==> src/rtl/stopwatch_controller_if.sv <==
// Signal bundle between the stopwatch controller, the board buttons and the
// BCD counter / 7-segment display path.
interface stopwatch_controller_if;
   logic        btn_start_stop;
   logic        btn_lap;
   logic        btn_clear;
   logic [15:0] time_bcd;
   logic        tick_en;
   logic        clear_out;
   logic [15:0] disp_bcd;
   logic        lap_active;
   logic [1:0]  state;

   modport master (
      input  btn_start_stop,
      input  btn_lap,
      input  btn_clear,
      input  time_bcd,
      output tick_en,
      output clear_out,
      output disp_bcd,
      output lap_active,
      output state
   );

   modport slave (
      output btn_start_stop,
      output btn_lap,
      output btn_clear,
      output time_bcd,
      input  tick_en,
      input  clear_out,
      input  disp_bcd,
      input  lap_active,
      input  state
   );
endinterface

==> src/rtl/stopwatch_controller.sv <==
// Stopwatch control FSM: debounces the three buttons, generates the counter
// tick and clear pulses, and selects live or held lap time for the display.
module stopwatch_controller #(
   parameter int CLK_HZ          = 50000000,
   parameter int TICK_HZ         = 10,
   parameter int DEBOUNCE_CYCLES = 500000
) (
   input logic                    clk_in,
   input logic                    rst,
   stopwatch_controller_if.master bus
);

   localparam int DIV = CLK_HZ / TICK_HZ;
   localparam int PW  = (DIV > 1) ? $clog2(DIV) : 1;
   localparam int CW  = $clog2(DEBOUNCE_CYCLES + 1);
   localparam logic [PW-1:0] PRESC_MAX = PW'(DIV - 1);
   localparam logic [CW-1:0] DB_MAX    = CW'(DEBOUNCE_CYCLES - 1);

   typedef enum logic [1:0] {
      ST_IDLE  = 2'b00,
      ST_RUN   = 2'b01,
      ST_PAUSE = 2'b10,
      ST_LAP   = 2'b11
   } state_e;

   // Button bit order: [0] start/stop, [1] lap, [2] clear
   logic [2:0]    raw_s;
   logic [2:0]    sync1_r;
   logic [2:0]    sync2_r;
   logic [2:0]    db_level_r;
   logic [2:0]    db_prev_r;
   logic [CW-1:0] db_cnt_r [3];
   logic [2:0]    ev_s;
   logic          ev_ss_s;
   logic          ev_lap_s;
   logic          ev_clr_s;

   state_e        state_r;
   state_e        state_nxt_s;
   logic          clear_nxt_s;
   logic          capture_s;
   logic          counting_s;
   logic          clear_out_r;
   logic          lap_active_r;
   logic [15:0]   lap_reg_r;
   logic [PW-1:0] presc_r;
   logic          tick_en_r;

   assign raw_s = {bus.btn_clear, bus.btn_lap, bus.btn_start_stop};

   // Two-flop synchronizers for the asynchronous buttons
   always_ff @(posedge clk_in or posedge rst) begin
      if (rst) begin
         sync1_r <= 3'b000;
         sync2_r <= 3'b000;
      end else begin
         sync1_r <= raw_s;
         sync2_r <= sync1_r;
      end
   end

   // Debounce: the level flips only after DEBOUNCE_CYCLES consecutive differing samples
   always_ff @(posedge clk_in or posedge rst) begin
      if (rst) begin
         for (int i = 0; i < 3; i++) begin
            db_cnt_r[i] <= '0;
         end
         db_level_r <= 3'b000;
         db_prev_r  <= 3'b000;
      end else begin
         for (int i = 0; i < 3; i++) begin
            if (sync2_r[i] == db_level_r[i]) begin
               db_cnt_r[i] <= '0;
            end else if (db_cnt_r[i] == DB_MAX) begin
               db_cnt_r[i]   <= '0;
               db_level_r[i] <= sync2_r[i];
            end else begin
               db_cnt_r[i] <= db_cnt_r[i] + CW'(1);
            end
         end
         db_prev_r <= db_level_r;
      end
   end

   assign ev_s       = db_level_r & ~db_prev_r;
   assign ev_ss_s    = ev_s[0];
   assign ev_lap_s   = ev_s[1];
   assign ev_clr_s   = ev_s[2];
   assign counting_s = (state_r == ST_RUN) || (state_r == ST_LAP);

   // Next-state logic; events a state ignores never block lower-priority ones
   always_comb begin
      state_nxt_s = state_r;
      clear_nxt_s = 1'b0;
      capture_s   = 1'b0;
      case (state_r)
         ST_IDLE: begin
            if (ev_clr_s) begin
               clear_nxt_s = 1'b1;
            end else if (ev_ss_s) begin
               state_nxt_s = ST_RUN;
            end else begin
               state_nxt_s = ST_IDLE;
            end
         end
         ST_RUN: begin
            if (ev_ss_s) begin
               state_nxt_s = ST_PAUSE;
            end else if (ev_lap_s) begin
               capture_s   = 1'b1;
               state_nxt_s = ST_LAP;
            end else begin
               state_nxt_s = ST_RUN;
            end
         end
         ST_LAP: begin
            if (ev_clr_s) begin
               state_nxt_s = ST_RUN;
            end else if (ev_ss_s) begin
               state_nxt_s = ST_PAUSE;
            end else if (ev_lap_s) begin
               capture_s   = 1'b1;
               state_nxt_s = ST_LAP;
            end else begin
               state_nxt_s = ST_LAP;
            end
         end
         ST_PAUSE: begin
            if (ev_clr_s) begin
               clear_nxt_s = 1'b1;
               state_nxt_s = ST_IDLE;
            end else if (ev_ss_s) begin
               state_nxt_s = ST_RUN;
            end else begin
               state_nxt_s = ST_PAUSE;
            end
         end
         default: begin
            state_nxt_s = ST_IDLE;
         end
      endcase
   end

   // State register with its registered companions: clear pulse, lap flag, lap hold
   always_ff @(posedge clk_in or posedge rst) begin
      if (rst) begin
         state_r      <= ST_IDLE;
         clear_out_r  <= 1'b0;
         lap_active_r <= 1'b0;
         lap_reg_r    <= 16'h0000;
      end else begin
         state_r      <= state_nxt_s;
         clear_out_r  <= clear_nxt_s;
         lap_active_r <= (state_nxt_s == ST_LAP);
         if (capture_s) begin
            lap_reg_r <= bus.time_bcd;
         end else begin
            lap_reg_r <= lap_reg_r;
         end
      end
   end

   // Prescaler holds its phase through PAUSE so a partial tick survives stop/start
   always_ff @(posedge clk_in or posedge rst) begin
      if (rst) begin
         presc_r   <= '0;
         tick_en_r <= 1'b0;
      end else begin
         tick_en_r <= counting_s && (presc_r == PRESC_MAX);
         if (clear_nxt_s || (state_r == ST_IDLE)) begin
            presc_r <= '0;
         end else if (counting_s) begin
            if (presc_r == PRESC_MAX) begin
               presc_r <= '0;
            end else begin
               presc_r <= presc_r + PW'(1);
            end
         end else begin
            presc_r <= presc_r;
         end
      end
   end

   assign bus.tick_en    = tick_en_r;
   assign bus.clear_out  = clear_out_r;
   assign bus.lap_active = lap_active_r;
   assign bus.state      = state_r;
   assign bus.disp_bcd   = lap_active_r ? lap_reg_r : bus.time_bcd;

endmodule

==> src/flat_wrapper.sv <==
// flat-port wrapper written by rule: the top's interface ports become plain ports
module stopwatch_controller_flat 
#(
   parameter int CLK_HZ          = 50000000,
   parameter int TICK_HZ         = 10,
   parameter int DEBOUNCE_CYCLES = 500000
)
  (clk_in, rst, bus_btn_start_stop, bus_btn_lap, bus_btn_clear, bus_time_bcd, bus_tick_en, bus_clear_out, bus_disp_bcd, bus_lap_active, bus_state);
  stopwatch_controller_if bus_i ();
  input logic clk_in;
  input logic rst;
  input wire logic [$bits(bus_i.btn_start_stop)-1:0] bus_btn_start_stop;
  input wire logic [$bits(bus_i.btn_lap)-1:0] bus_btn_lap;
  input wire logic [$bits(bus_i.btn_clear)-1:0] bus_btn_clear;
  input wire logic [$bits(bus_i.time_bcd)-1:0] bus_time_bcd;
  output wire logic [$bits(bus_i.tick_en)-1:0] bus_tick_en;
  output wire logic [$bits(bus_i.clear_out)-1:0] bus_clear_out;
  output wire logic [$bits(bus_i.disp_bcd)-1:0] bus_disp_bcd;
  output wire logic [$bits(bus_i.lap_active)-1:0] bus_lap_active;
  output wire logic [$bits(bus_i.state)-1:0] bus_state;
  assign bus_i.btn_start_stop = bus_btn_start_stop;
  assign bus_i.btn_lap = bus_btn_lap;
  assign bus_i.btn_clear = bus_btn_clear;
  assign bus_i.time_bcd = bus_time_bcd;
  assign bus_tick_en = bus_i.tick_en;
  assign bus_clear_out = bus_i.clear_out;
  assign bus_disp_bcd = bus_i.disp_bcd;
  assign bus_lap_active = bus_i.lap_active;
  assign bus_state = bus_i.state;
  stopwatch_controller #(.CLK_HZ(CLK_HZ), .TICK_HZ(TICK_HZ), .DEBOUNCE_CYCLES(DEBOUNCE_CYCLES)) u_core (.clk_in(clk_in), .rst(rst), .bus(bus_i));
endmodule
==> config.mk <==
export PLATFORM = sky130hd
export DESIGN_NAME = stopwatch_controller_flat
export DESIGN_NICKNAME = d
export VERILOG_FILES = /design/src/rtl/stopwatch_controller_if.sv /design/src/rtl/stopwatch_controller.sv /design/src/flat_wrapper.sv
export SDC_FILE = /design/constraint.sdc
export NUM_CORES = 1
export LEC_CHECK = 0
export CORE_UTILIZATION = 45
export DETAILED_ROUTE_END_ITERATION = 12
export PLACE_DENSITY_LB_ADDON = 0.3
export SYNTH_ARGS = -nofsm -noshare
export SYNTH_HDL_FRONTEND = slang
export SYNTH_SLANG_ARGS = --single-unit
==> constraint.sdc <==
create_clock -name clk_in -period 5.2 [get_ports clk_in]
set_input_delay 1.04 -clock clk_in [delete_from_list [all_inputs] [get_ports clk_in]]
set_output_delay 1.04 -clock clk_in [all_outputs]
set_load 0.01 [all_outputs]
==> results of run 1 <==
## stage by stage
step | setup WS, ns | instances
5_1_grt | 1.88 | 728
3_5_place_dp | 1.92 | 697
2_1_floorplan | 1.17 | 528
3_3_place_gp | 1.96 | 697
6_report | 1.91 | 728
4_1_cts | 1.92 | 728
## worst reg2reg max path: cells and delay by family, from the launching register on
family          cells  cell delay [ns]
compound gates      3             0.62
buf+inv             1             0.30
flops               1             0.43
simple gates        2             0.94
## worst paths after layout
kind	from	end	cells after the start
worst min-delay path	u_core.sync1_r[1]	u_core.sync2_r[1]	0
worst max register to register	u_core.presc_r[6]	u_core.presc_r[7]	6
worst min register to register	u_core.sync1_r[1]	u_core.sync2_r[1]	0
min in group asynchronous	rst	u_core.db_cnt_r[48]	2
max in group asynchronous	rst	u_core.presc_r[5]	3
worst max-delay path	bus_time_bcd[6]	bus_disp_bcd[6]	3
## routing by layer
metal | vias to the layer above | share of wire, % | GRT usage, %
met3 | 18 | 3.3 | 5.72
met5 | - | 0 | 0
li1 | 1939 | - | -
met1 | 1960 | 47 | 22.9
met4 | 0 | 1.9 | 7.75
met2 | 60 | 48 | 29.0
## cell usage after synthesis (all sizes together) (8+ instances only)
library cell	number
nand2	39
inv	11
nor3	12
xnor2	28
buf	12
nor2	81
xor2	26
o21ai	10
a31oi	13
nand4	18
nand3	32
mux2	36
dfrtp	113
and3	12
and4	8
a21oi	13
nor4	9
## cell families after synthesis
family	after synthesis	synth area share (%)
AND/OR/NAND/NOR	240	22.2
adder cells (fa/ha/maj)	4	0.921
XOR/XNOR	54	8.70
multiplexers	38	7.83
flip-flops	113	52.0
buffers and inverters	30	2.72
AO/OA/AOI/OAI	49	5.57
## final cells by class
cell class | count | area [um2]
clock buffers | 27 | 533
clock inverters | 4 | 22.5
fillers | 994 | 5100
inverters | 11 | 43.8
multi-input cells | 385 | 2460
flip-flops and latches | 113 | 2830
well taps | 143 | 179
repair buffers | 45 | 440
## registers in the layout (all words and copies together) (netlist names)
register and cells:
u_core.db_level_r 3, u_core.bus.lap_active 1, u_core.presc_r 23, u_core.bus.state 2, u_core.sync2_r 3, u_core.db_cnt_r 57, u_core.sync1_r 3, u_core.bus.clear_out 1
u_core.lap_reg_r 16, u_core.db_prev_r 3, u_core.bus.tick_en 1
## where the power goes
part,internal [mW],total [mW],switching (mW)
combinational,0.0361,0.0763,0.0402
sequential,0.889,0.896,0.00713
clock,0.691,1.06,0.369
total,1.62,2.03,0.416
==> flow_metrics.py, run 1 <==
metrics = {
    "synthesis": {
        "yosys_warnings": 0,
        "synth_top_area_share_pct": 52.0,
        "ys_seq_area_share_pct": 52.0,
        "synthTopCellsByArea": "dfrtp_1 52%, mux2_2 7.5%, nor2_1 5.6%",
        "synthesis.instances": 528,
        "synth_top_area_cell": "dfrtp_1",
        "synthesis.area_um2": 5440,
        "async_flop_share_pct": 100,
        "synth-edff-count": 0,
        "yosys.cell_types.count": 47,
        "synth_ff_type": "dfrtp_1",
        "avgSynthCellArea_um2": 10.3,
        "synth_fp_nets": 553,
        "synth.ff_latch_count": 113,
    },
    "setup_path": {
        "cp-end-kind": "output pin",
        "arrival_ns": 2.25,
        "worstPathCellList": "clkdlybuf4s50_1 -> mux2_2 -> clkdlybuf4s50_1",
        "cpMostUsedCell": "clkdlybuf4s50_1",
        "slowest_delay_ns": 0.51,
        "critPathSlowestCell": "clkdlybuf4s50_1",
        "r2r_slack_ns": 2.80,
        "crit_family": "buffers and inverters",
        "worst-path-buf-inv": 2,
        "critical_path_class": "input port to output pin",
        "critPathLaunchType": "input port",
        "crit_fanout": 2,
        "required_ns": 4.16,
    },
    "final_layout": {
        "area_growth_pct": 19.8,
        "drive_above_1_share_pct": 13.3,
        "nets": 598,
        "n_antenna_cell": 0,
        "layout_common_cells": "113 x dfrtp_1, 81 x nor2_1, 41 x clkdlybuf4s50_1, 39 x nand2_1, 36 x mux2_2",
        "final_area_um2": 6510,
        "final_common_cell": "dfrtp_1",
        "final_util_pct": 56.1,
    },
    "floorplan": {
        "ios": 42,
        "die_area_um2": 12500,
        "std_cell_rows": 39,
        "fp.dieH_um": 112,
        "start_util_pct": 46.8,
        "core-area_um2": 11600,
        "die_w_um": 112,
    },
    "grt": {
        "grt_pass1_vias": 3920,
        "grt-ovfl-total": 0,
        "antenna_found_initial": 0,
        "grt_first_pass_wirelength_mm": 18.1,
        "grt_use_total_pct": 18.2,
        "grt_max_degree": 83,
    },
    "drt": {
        "drc": 3,
        "drt_iter0_drc": 294,
        "via_per_inst": 5.46,
        "postRouteAntennaNets": 0,
        "wl_mm": 10.2,
        "first_pass_iters": 8,
        "route.vias.total": 3977,
        "wire_per_inst_um": 14.0,
    },
    "timing": {
        "slew_viol_final": 0,
        "final-setup-viol-count": 0,
        "fin_hold_ws_ns": 0.344,
        "final-hold-violation-count": 0,
        "clock.fmax_ghz": 0.304,
        "slew_headroom_pct": 35.6,
        "clock_skew_ns": 0.00913,
        "tns_ns": 0,
        "min_period_ns": 3.29,
        "tightest_slew_ns": 0.966,
        "final.period_utilization_pct": 63.2,
        "rsz0062_at_grt": "no",
    },
    "run": {
        "maxCapViolations": 0,
    },
    "power_and_ir_drop": {
        "leakagePower_nw": 2.78,
        "max-vdd-ir-drop_v": 0.000209,
        "finalPower_mw": 2.03,
        "power_density_nw_per_um2": 312,
    },
    "outcome": {
        "outcome": "finished, violations left",
        "violations": "DRC",
    },
    "placement": {
        "dpl_cell_area_um2": 5950,
        "io_buffers": 41,
        "gp_congestion": 0.766,
        "place_hpwl_mm": 6.79,
    },
    "clock_tree": {
        "h-tree-depth": 4,
        "cts_buffers": 17,
        "post-cts-setup-buffers": 0,
        "cts_tree": "built",
        "clockBufferDepth": 2,
        "cts.sinks": 113,
        "ctsResizeCount": 0,
        "insertion_delay_ns": 0.41,
        "holdBufCountCts": 0,
        "clkSlewWorstSetupHoldPaths_ns": 0.05,
        "cts_root_buf": "clkbuf_16",
    },
    "hold_path": {
        "hold_class": "register to register",
    },
}
Note: power is estimated with default switching activity, not from simulation.
==> inputs of run 2 (changes only) <==
Clock period 5.2 ns to 2.7 ns, I/O delays scaled along.
==> run 2 against run 1 <==
The run still ends with DRC left. Global-route usage fell by 0.99 points. Count of clock-buffer cells in the layout decreased by 8. Combinational power rose by 93%. Core utilization is 0.64 points higher. Worst hold slack better by 0.0063 ns. Non-clock buffer count increased by 3. Flip-flop and latch count did not move. Register-to-register slack got worse by 2.3 ns. Critical endpoint is now bus_disp_bcd[0]. Largest power group unchanged.
==> flow_metrics.py, run 2 (same netlist as run 1, synthesis figures left out) <==
metrics = {
    "floorplan": {
        "core-area_um2": 11600,
        "ios": 42,
        "fp.dieH_um": 112,
        "start_util_pct": 46.8,
        "die_area_um2": 12500,
        "std_cell_rows": 39,
        "die_w_um": 112,
    },
    "placement": {
        "gp_congestion": 0.806,
        "place_hpwl_mm": 6.48,
        "io_buffers": 41,
    },
    "setup_path": {
        "critPathLaunchType": "register",
        "cp-end-kind": "output pin",
        "required_ns": 2.16,
        "arrival_ns": 2.00,
        "worstRegToRegCells": 6,
        "critical_path_class": "register to output pin",
        "crit_fanout": 10,
    },
    "timing": {
        "final-hold-violation-count": 0,
        "final-setup-viol-count": 0,
        "tns_ns": 0,
        "slew_headroom_pct": 48.6,
        "final.period_utilization_pct": 94.2,
        "clock.fmax_ghz": 0.393,
        "tightest_slew_ns": 0.766,
        "fin_hold_ws_ns": 0.350,
        "rsz0062_at_grt": "no",
        "clock_skew_ns": 0.00561,
        "slew_viol_final": 0,
        "min_period_ns": 2.54,
    },
    "grt": {
        "grt_pass1_vias": 3700,
        "grt_max_degree": 114,
        "grt_first_pass_wirelength_mm": 17.0,
        "antenna_found_initial": 0,
        "grt_use_total_pct": 17.2,
        "grt-ovfl-total": 0,
    },
    "run": {
        "maxCapViolations": 0,
    },
    "power_and_ir_drop": {
        "leakagePower_nw": 2.82,
        "power_density_nw_per_um2": 621,
        "finalPower_mw": 4.09,
        "max-vdd-ir-drop_v": 0.000511,
    },
    "final_layout": {
        "regMostFlops": "u_core.db_cnt_r",
        "largest_reg_flops": 57,
        "area_growth_pct": 21.1,
        "layout_common_cells": "113 x dfrtp_1, 81 x nor2_1, 41 x clkdlybuf4s50_1, 39 x nand2_1, 36 x mux2_2",
        "top_regs": "u_core.db_cnt_r x57, u_core.presc_r x23, u_core.lap_reg_r x16",
        "fillers": 995,
        "n_antenna_cell": 0,
        "drive_above_1_share_pct": 14.3,
        "ff_latch_area_um2": 2830,
        "nets": 601,
        "final_common_cell": "dfrtp_1",
        "multi_input_area_um2": 2460,
    },
    "drt": {
        "dr_wl_met2_mm": 4.52,
        "first_pass_iters": 9,
        "drc": 4,
        "drt_iter0_drc": 192,
        "drt-met1-wl_mm": 4.82,
        "route.vias.total": 3888,
        "via_per_inst": 5.32,
        "highest_layer": "met4",
        "dr_wl_met3_um": 436,
        "wl_mm": 9.95,
        "postRouteAntennaNets": 0,
        "wire_per_inst_um": 13.6,
    },
    "clock_tree": {
        "holdBufCountCts": 0,
        "insertion_delay_ns": 0.41,
        "cts_buffers": 17,
        "clockBufferDepth": 2,
        "cts_tree": "built",
        "cts.sinks": 113,
        "cts_root_buf": "clkbuf_16",
        "post-cts-setup-buffers": 0,
        "clkSlewWorstSetupHoldPaths_ns": 0.05,
        "ctsResizeCount": 0,
        "h-tree-depth": 4,
    },
    "outcome": {
        "outcome": "finished, violations left",
        "violations": "DRC",
    },
    "hold_path": {
        "holdPathStages": 0,
        "hold_class": "register to register",
    },
}
[run 2: changes by cell type in the layout (fill, tap and decap cells not counted), moves of 2 or more]
cell,previous run,this run
clkinv_2,3,7
clkbuf_1,3,0
clkinvlp_4,1,3
clkbuf_8,7,2
bufinv_16,0,3
buf_4,4,6
[run 2: per-stage QoR]
stage	instance area, um2	worst slack (ns)	util, %	std cells
after floorplan	5440	0.760	-	528
final	6580	0.156	56.7	731
after CTS	6580	0.111	56.7	731
after global placement	5990	0.425	51.6	700
after detailed placement	5990	0.448	51.6	700
after global routing	6580	0.0547	56.7	731
[run 2: cell type report]
class,count,share of cell area [%]
clock buffers,19,6.88
clock inverters,12,2.13
inverters,11,0.684
multi-input cells,385,37.4
flip-flops and latches,113,42.9
well taps,143,2.72
repair buffers,48,7.22
[run 2: worst max-delay path, cell delays in order, from the launching register on]
cell and delay [ns]:
dfrtp_1 0.51, buf_4 0.25, mux2_2 0.35, clkdlybuf4s50_1 0.49
[run 2: power by group]
group	total, mW	leakage (nW)	internal, mW	switching, mW
Sequential	1.73	1.56	1.71	0.0136
Combinational	0.147	0.967	0.0713	0.0756
Clock	2.22	0.294	1.48	0.738
[run 2: worst paths after layout]
kind	slack (ns)	end	start
min in group asynchronous	0.64	u_core.lap_reg_r[12]	rst
worst max-delay path	0.16	bus_disp_bcd[0]	u_core.bus.lap_active
worst min-delay path	0.35	u_core.sync2_r[1]	u_core.sync1_r[1]
worst max register to register	0.47	u_core.presc_r[22]	u_core.presc_r[6]
max in group asynchronous	1.62	u_core.db_cnt_r[44]	rst
worst min register to register	0.35	u_core.sync2_r[1]	u_core.sync1_r[1]
[run 2: layer usage]
metal | track usage [%] | vias to the layer above
met5 | 0 | -
met4 | 8.02 | 0
met3 | 5.44 | 13
met2 | 25.8 | 57
met1 | 22.8 | 1873
li1 | - | 1945
